$ cat src/rtl/count_reload_pkg.sv
// Shared types and default sizes for the counter reload sequencer.
package count_reload_pkg;

    localparam int DEF_WIDTH = 4;
    localparam int DEF_DEPTH = 4;

    typedef enum logic [1:0] {
        IDLE = 2'd0,
        LOAD = 2'd1,
        RUN  = 2'd2
    } state_t;

endpackage

$ cat src/rtl/preset_fifo.sv
// Small synchronous FIFO of counter presets; head is always visible on rdata.
module preset_fifo
    import count_reload_pkg::*;
#(
    parameter int WIDTH = DEF_WIDTH,
    parameter int DEPTH = DEF_DEPTH,
    parameter int LVLW  = $clog2(DEPTH + 1)
) (
    input  logic             clk,
    input  logic             rst,
    input  logic             push,
    input  logic             pop,
    input  logic [WIDTH-1:0] wdata,
    output logic [WIDTH-1:0] rdata,
    output logic             full,
    output logic             empty,
    output logic [LVLW-1:0]  level
);

    localparam int AW = $clog2(DEPTH);

    logic [WIDTH-1:0] mem_reg [DEPTH];
    logic [AW:0]      wptr_reg;
    logic [AW:0]      rptr_reg;
    logic             push_ok;
    logic             pop_ok;

    // The extra pointer bit distinguishes full from empty when the indices coincide.
    assign empty   = (wptr_reg == rptr_reg);
    assign full    = (wptr_reg[AW] != rptr_reg[AW]) &&
                     (wptr_reg[AW-1:0] == rptr_reg[AW-1:0]);
    assign level   = LVLW'(wptr_reg - rptr_reg);
    assign rdata   = mem_reg[rptr_reg[AW-1:0]];
    assign push_ok = push && !full;
    assign pop_ok  = pop && !empty;

    always_ff @(posedge clk) begin
        if (push_ok) begin
            mem_reg[wptr_reg[AW-1:0]] <= wdata;
        end
    end

    always_ff @(posedge clk) begin
        if (rst) begin
            wptr_reg <= '0;
            rptr_reg <= '0;
        end else begin
            if (push_ok) begin
                wptr_reg <= wptr_reg + 1'b1;
            end
            if (pop_ok) begin
                rptr_reg <= rptr_reg + 1'b1;
            end
        end
    end

endmodule

$ cat src/rtl/count_reload_seq.sv
// Drives a loadable up counter so it reloads the next queued preset right after it reaches limit.
module count_reload_seq
    import count_reload_pkg::*;
#(
    parameter int WIDTH = DEF_WIDTH,
    parameter int DEPTH = DEF_DEPTH,
    parameter int LVLW  = $clog2(DEPTH + 1)
) (
    input  logic             clk,
    input  logic             rst,
    input  logic             enable,
    input  logic             in_valid,
    input  logic [WIDTH-1:0] in_data,
    output logic             in_ready,
    input  logic [WIDTH-1:0] limit,
    input  logic [WIDTH-1:0] count_in,
    output logic             load,
    output logic [WIDTH-1:0] data_out,
    output logic [LVLW-1:0]  fifo_level,
    output logic             underrun,
    input  logic             underrun_clr
);

    state_t           state_reg;
    state_t           state_next;
    logic             load_reg;
    logic             load_next;
    logic [WIDTH-1:0] data_out_reg;
    logic [WIDTH-1:0] data_out_next;
    logic             underrun_reg;
    logic             underrun_next;
    logic             underrun_set;

    logic             fifo_push;
    logic             fifo_pop;
    logic [WIDTH-1:0] fifo_head;
    logic             fifo_full;
    logic             fifo_empty;
    logic [WIDTH-1:0] limit_m1;
    logic             match;

    assign in_ready  = !fifo_full && !rst;
    assign fifo_push = in_valid && in_ready;

    preset_fifo #(
        .WIDTH (WIDTH),
        .DEPTH (DEPTH),
        .LVLW  (LVLW)
    ) u_fifo (
        .clk   (clk),
        .rst   (rst),
        .push  (fifo_push),
        .pop   (fifo_pop),
        .wdata (in_data),
        .rdata (fifo_head),
        .full  (fifo_full),
        .empty (fifo_empty),
        .level (fifo_level)
    );

    // Matching one below limit lets the registered load land on the count==limit cycle.
    assign limit_m1 = limit - WIDTH'(1);
    assign match    = (count_in == limit_m1);

    always_comb begin
        state_next    = state_reg;
        load_next     = 1'b0;
        data_out_next = data_out_reg;
        fifo_pop      = 1'b0;
        underrun_set  = 1'b0;
        case (state_reg)
            IDLE: begin
                if (enable && !fifo_empty) begin
                    fifo_pop      = 1'b1;
                    data_out_next = fifo_head;
                    load_next     = 1'b1;
                    state_next    = LOAD;
                end
            end
            LOAD: begin
                state_next = RUN;
            end
            RUN: begin
                if (!enable) begin
                    state_next = IDLE;
                end else if (match && !fifo_empty) begin
                    fifo_pop      = 1'b1;
                    data_out_next = fifo_head;
                    load_next     = 1'b1;
                    state_next    = LOAD;
                end else if (match) begin
                    underrun_set = 1'b1;
                end
            end
            default: begin
                state_next = IDLE;
            end
        endcase
    end

    always_comb begin
        underrun_next = underrun_reg;
        if (underrun_set) begin
            underrun_next = 1'b1;
        end else if (underrun_clr) begin
            underrun_next = 1'b0;
        end
    end

    always_ff @(posedge clk) begin
        if (rst) begin
            state_reg    <= IDLE;
            load_reg     <= 1'b0;
            data_out_reg <= '0;
            underrun_reg <= 1'b0;
        end else begin
            state_reg    <= state_next;
            load_reg     <= load_next;
            data_out_reg <= data_out_next;
            underrun_reg <= underrun_next;
        end
    end

    assign load     = load_reg;
    assign data_out = data_out_reg;
    assign underrun = underrun_reg;

endmodule
$ cat config.mk
export PLATFORM = sky130hd
export DESIGN_NAME = count_reload_seq
export DESIGN_NICKNAME = d
export VERILOG_FILES = /design/src/rtl/count_reload_pkg.sv /design/src/rtl/preset_fifo.sv /design/src/rtl/count_reload_seq.sv
export SDC_FILE = /design/constraint.sdc
export NUM_CORES = 1
export LEC_CHECK = 0
export CAP_MARGIN = 30
export CELL_PAD_IN_SITES_DETAIL_PLACEMENT = 1
export CELL_PAD_IN_SITES_GLOBAL_PLACEMENT = 2
export CORE_MARGIN = 5
export CORE_UTILIZATION = 30
export DETAILED_ROUTE_END_ITERATION = 12
export PLACE_DENSITY = 0.72
export SETUP_SLACK_MARGIN = 0.4
export SLEW_MARGIN = 20
export SYNTH_ARGS = -nofsm -noshare
export SYNTH_HDL_FRONTEND = slang
export SYNTH_SLANG_ARGS = --single-unit
$ cat constraint.sdc
create_clock -name clk -period 5.25 [get_ports clk]
set_input_delay 0.7875 -clock clk [delete_from_list [all_inputs] [get_ports clk]]
set_output_delay 0.7875 -clock clk [all_outputs]
set_load 0.01 [all_outputs]
==> impl_results.md <==
- H-tree depth: 2
- Power per cell area: 316 nW/um2
- Slew Limit Headroom: 0.466
- Setup WS post-layout: 1.95 ns
- Overall Global Routing Usage: 0.0955
- Reg2reg end: u_fifo.wptr_reg[2]$_SDFFE_PP0P_
- First-pass GRT wire length: 4.69 mm
- Run status: finished clean
- Most frequent cells in the layout: clkdlybuf4s50_1, dfxtp_1, edfxtp_1
- Clock sinks: 32
- Max reg flops: 16
- CP peak stage delay: 0.82 ns
- Starting density of the core: 0.304
- Hold Crit Class: flop to flop
- Share of cells above drive strength 1: 0.151
- F_max: 303 MHz
- RR Startpoint: u_fifo.rptr_reg[1]$_SDFFE_PP0P_
- Sequential Power Share: 0.477
- Boundary pin count: 27
- Antenna-violating nets left: 0
- Synth Area in XOR/XNOR: 0.0653
- Crit path cell chain: clkdlybuf4s50_1 -> a31oi_1 -> clkdlybuf4s50_1
- Synth Area in Adders: 0.0783
- Routed wire length: 2.89 mm
- Seq/Total Area, Yosys: 0.522
- Main synth FF type: edfxtp_1
- Most common cell after layout, fill and taps aside: clkdlybuf4s50_1
- Die Height: 81.5 um
- Asr flop ratio synth: 0
- DR iter-0 viols: 29
- CTS buffer count: 5
- DPL Wire Length: 2.29 mm
- Slew Viols, Final: 0
- Cts hold-fix bufs: 0
- PostCTS Resize Cnt: 0
- Worst setup SP type: primary input
- Yosys reg bits: 32
- Multiplexer share of the synthesized area: 0.0587
- CTS tree: done
- DIE AREA: 6640 um2
- CP Data Required Time: 4.46 ns
- Drt pass-1 iters: 2
- CP Capture Type: output pin
- Clk_skew: 0.00568 ns
- Routed length per instance: 13.4 um
- Mapped Area: 1530 um2
- Avg Cell Area, Syn: 13.2 um2
- Leakage Power: 0.692 nW
- Most Frequent Cell on Critical Path: clkdlybuf4s50_1
- Reg2reg path depth: 6
- Vias in the first global route: 1007
- Total number of vias: 931
- CP bufs+invs: 2
- Critical Path Slowest Stage Cell: clkdlybuf4s50_1
- Synth Area in Simple Gates: 0.143
- Yosys warnings: 0
- Delay-heaviest family, CP: buffers and inverters
- GP Congestion: 0.730
- Max Fanout on Critical Path: 22
- Max cap viols: 0
- Sink of the worst hold path: data_out[3]$_SDFFE_PP0P_
- Total negative slack: 0 ns
- Crit Path Class: primary input to output pin
- Antenna diodes: 0
- Final Cycle Share: 0.628
- Period minus WS final: 3.30 ns
- Area growth syn-to-layout: 26.8%
- Hold Fails Final Rpt: 0
- Root Driver: clkbuf_8
- Initial antenna violation count: 0
- DP Worst Slack: 1.95 ns
- Hold path start: data_out[3]$_SDFFE_PP0P_
- Die width: 81.5 um
- Switch Pwr: 172 uW
- Largest net degree at the start of global routing: 23
- Utilization of the core after routing: 0.386
- Total grt overflow: 0
- Sw frac: 0.281
- Int Pwr: 442 uW
- Clock buffer depth: 2
- Detailed-route DRC error count: 0
- Rows: 26
- Port buffer count: 26
- Reg clk slew, reported paths: 0.07 ns
- EDFF count, synth: 16
- Power Total: 615 uW
- Hold slack final: 0.470 ns
- Post-Syn Instances: 116
- Post-CTS setup buffer count: 0
- Via-to-Cell Ratio: 4.31
- Combinational share of power: 0.214
- Reg2reg setup slack: 3.30 ns
- WP data arrival: 2.51 ns
- RSZ-0062 raised after global routing: false
- Worst-skew pair later-pin latency: 0.28 ns
- Clock share of power: 0.309
- Setup-failing EPs final: 0
- Fin nets: 171
- Complex-gate fraction of the synthesized area: 0.0914
- Largest family of logic cells by synthesized area: simple AND/OR/NAND/NOR gates
- Min-Delay Path Depth: 2
- Yosys cell types: 37
- Core area: 5040 um2
- Syn Nets: 142
- Max VDD drop: 0.206 mV
- Slew @ Worst Pin: 0.799 ns
==> stage by stage <==
stage | instances | instance area, um2
after floorplan | 116 | 1530
after global placement | 208 | 1850
after detailed placement | 208 | 1850
after CTS | 216 | 1940
after global routing | 216 | 1940
final | 216 | 1940
==> layout make-up <==
cell class	count	area, um2
Timing Repair Buffer	26	260
Clock buffer	5	68.8
Clock inverter	3	23.8
Sequential cell	32	801
Tap cell	70	87.6
Inverter	9	33.8
Fill cell	542	3100
Multi-Input combinational cell	71	669
==> power groups by stage <==
| stage | clock network (mW) | registers (mW) | logic (mW) |
|---|---|---|---|
| after CTS | 0.196 | 0.294 | 0.134 |
| after global routing | 0.209 | 0.296 | 0.145 |
| after global placement | 0 | 0.299 | 0.131 |
| after detailed placement | 0 | 0.299 | 0.134 |
| final | 0.190 | 0.293 | 0.131 |
| after floorplan | 0 | 0.297 | 0.0846 |
==> worst min-delay path, cell delays in order, from the launching register on <==
cell	delay (ns)
dfxtp_1	0.32
nand2b_1	0.07
o21ai_1	0.05
==> cell usage after synthesis, types with 3 or more instances <==
master,n,area [um2]
nor2_1,4,15.0
inv_1,9,33.8
xnor2_1,4,35.0
dfxtp_1,16,320
nand2b_1,7,43.8
edfxtp_1,16,480
nand4b_1,5,43.8
mux4_2,4,90.1
a21oi_1,3,15.0
ha_1,8,100
o21ai_1,6,30.0
and2_1,3,18.8
xor2_1,3,26.3
==> routing by layer <==
metal,vias to the layer above,GRT usage,part of all wire
met2,14,0.160,0.52
met4,0,0.0456,0.014
met5,-,0,0
met1,443,0.109,0.43
li1,469,-,-
met3,5,0.0307,0.040
==> kinds of logic (layout without fill, tap and decap cells) <==
group           count (synthesis)  count (layout)
compound gates                 16              16
xor+xnor                        9               9
flops                          32              32
simple gates                   33              33
mux                             4               4
buf+inv                        13              43
fa+ha+maj                       9               9
==> worst max path at each step <==
stage	from	end	cells after the start
4_1_cts	rst	in_ready	3
5_1_grt	rst	in_ready	3
2_1_floorplan	limit[0]	flop	8
3_5_place_dp	rst	in_ready	3
6_report	rst	in_ready	3
3_3_place_gp	rst	in_ready	3
Note: power is estimated with default switching activity, not from simulation.
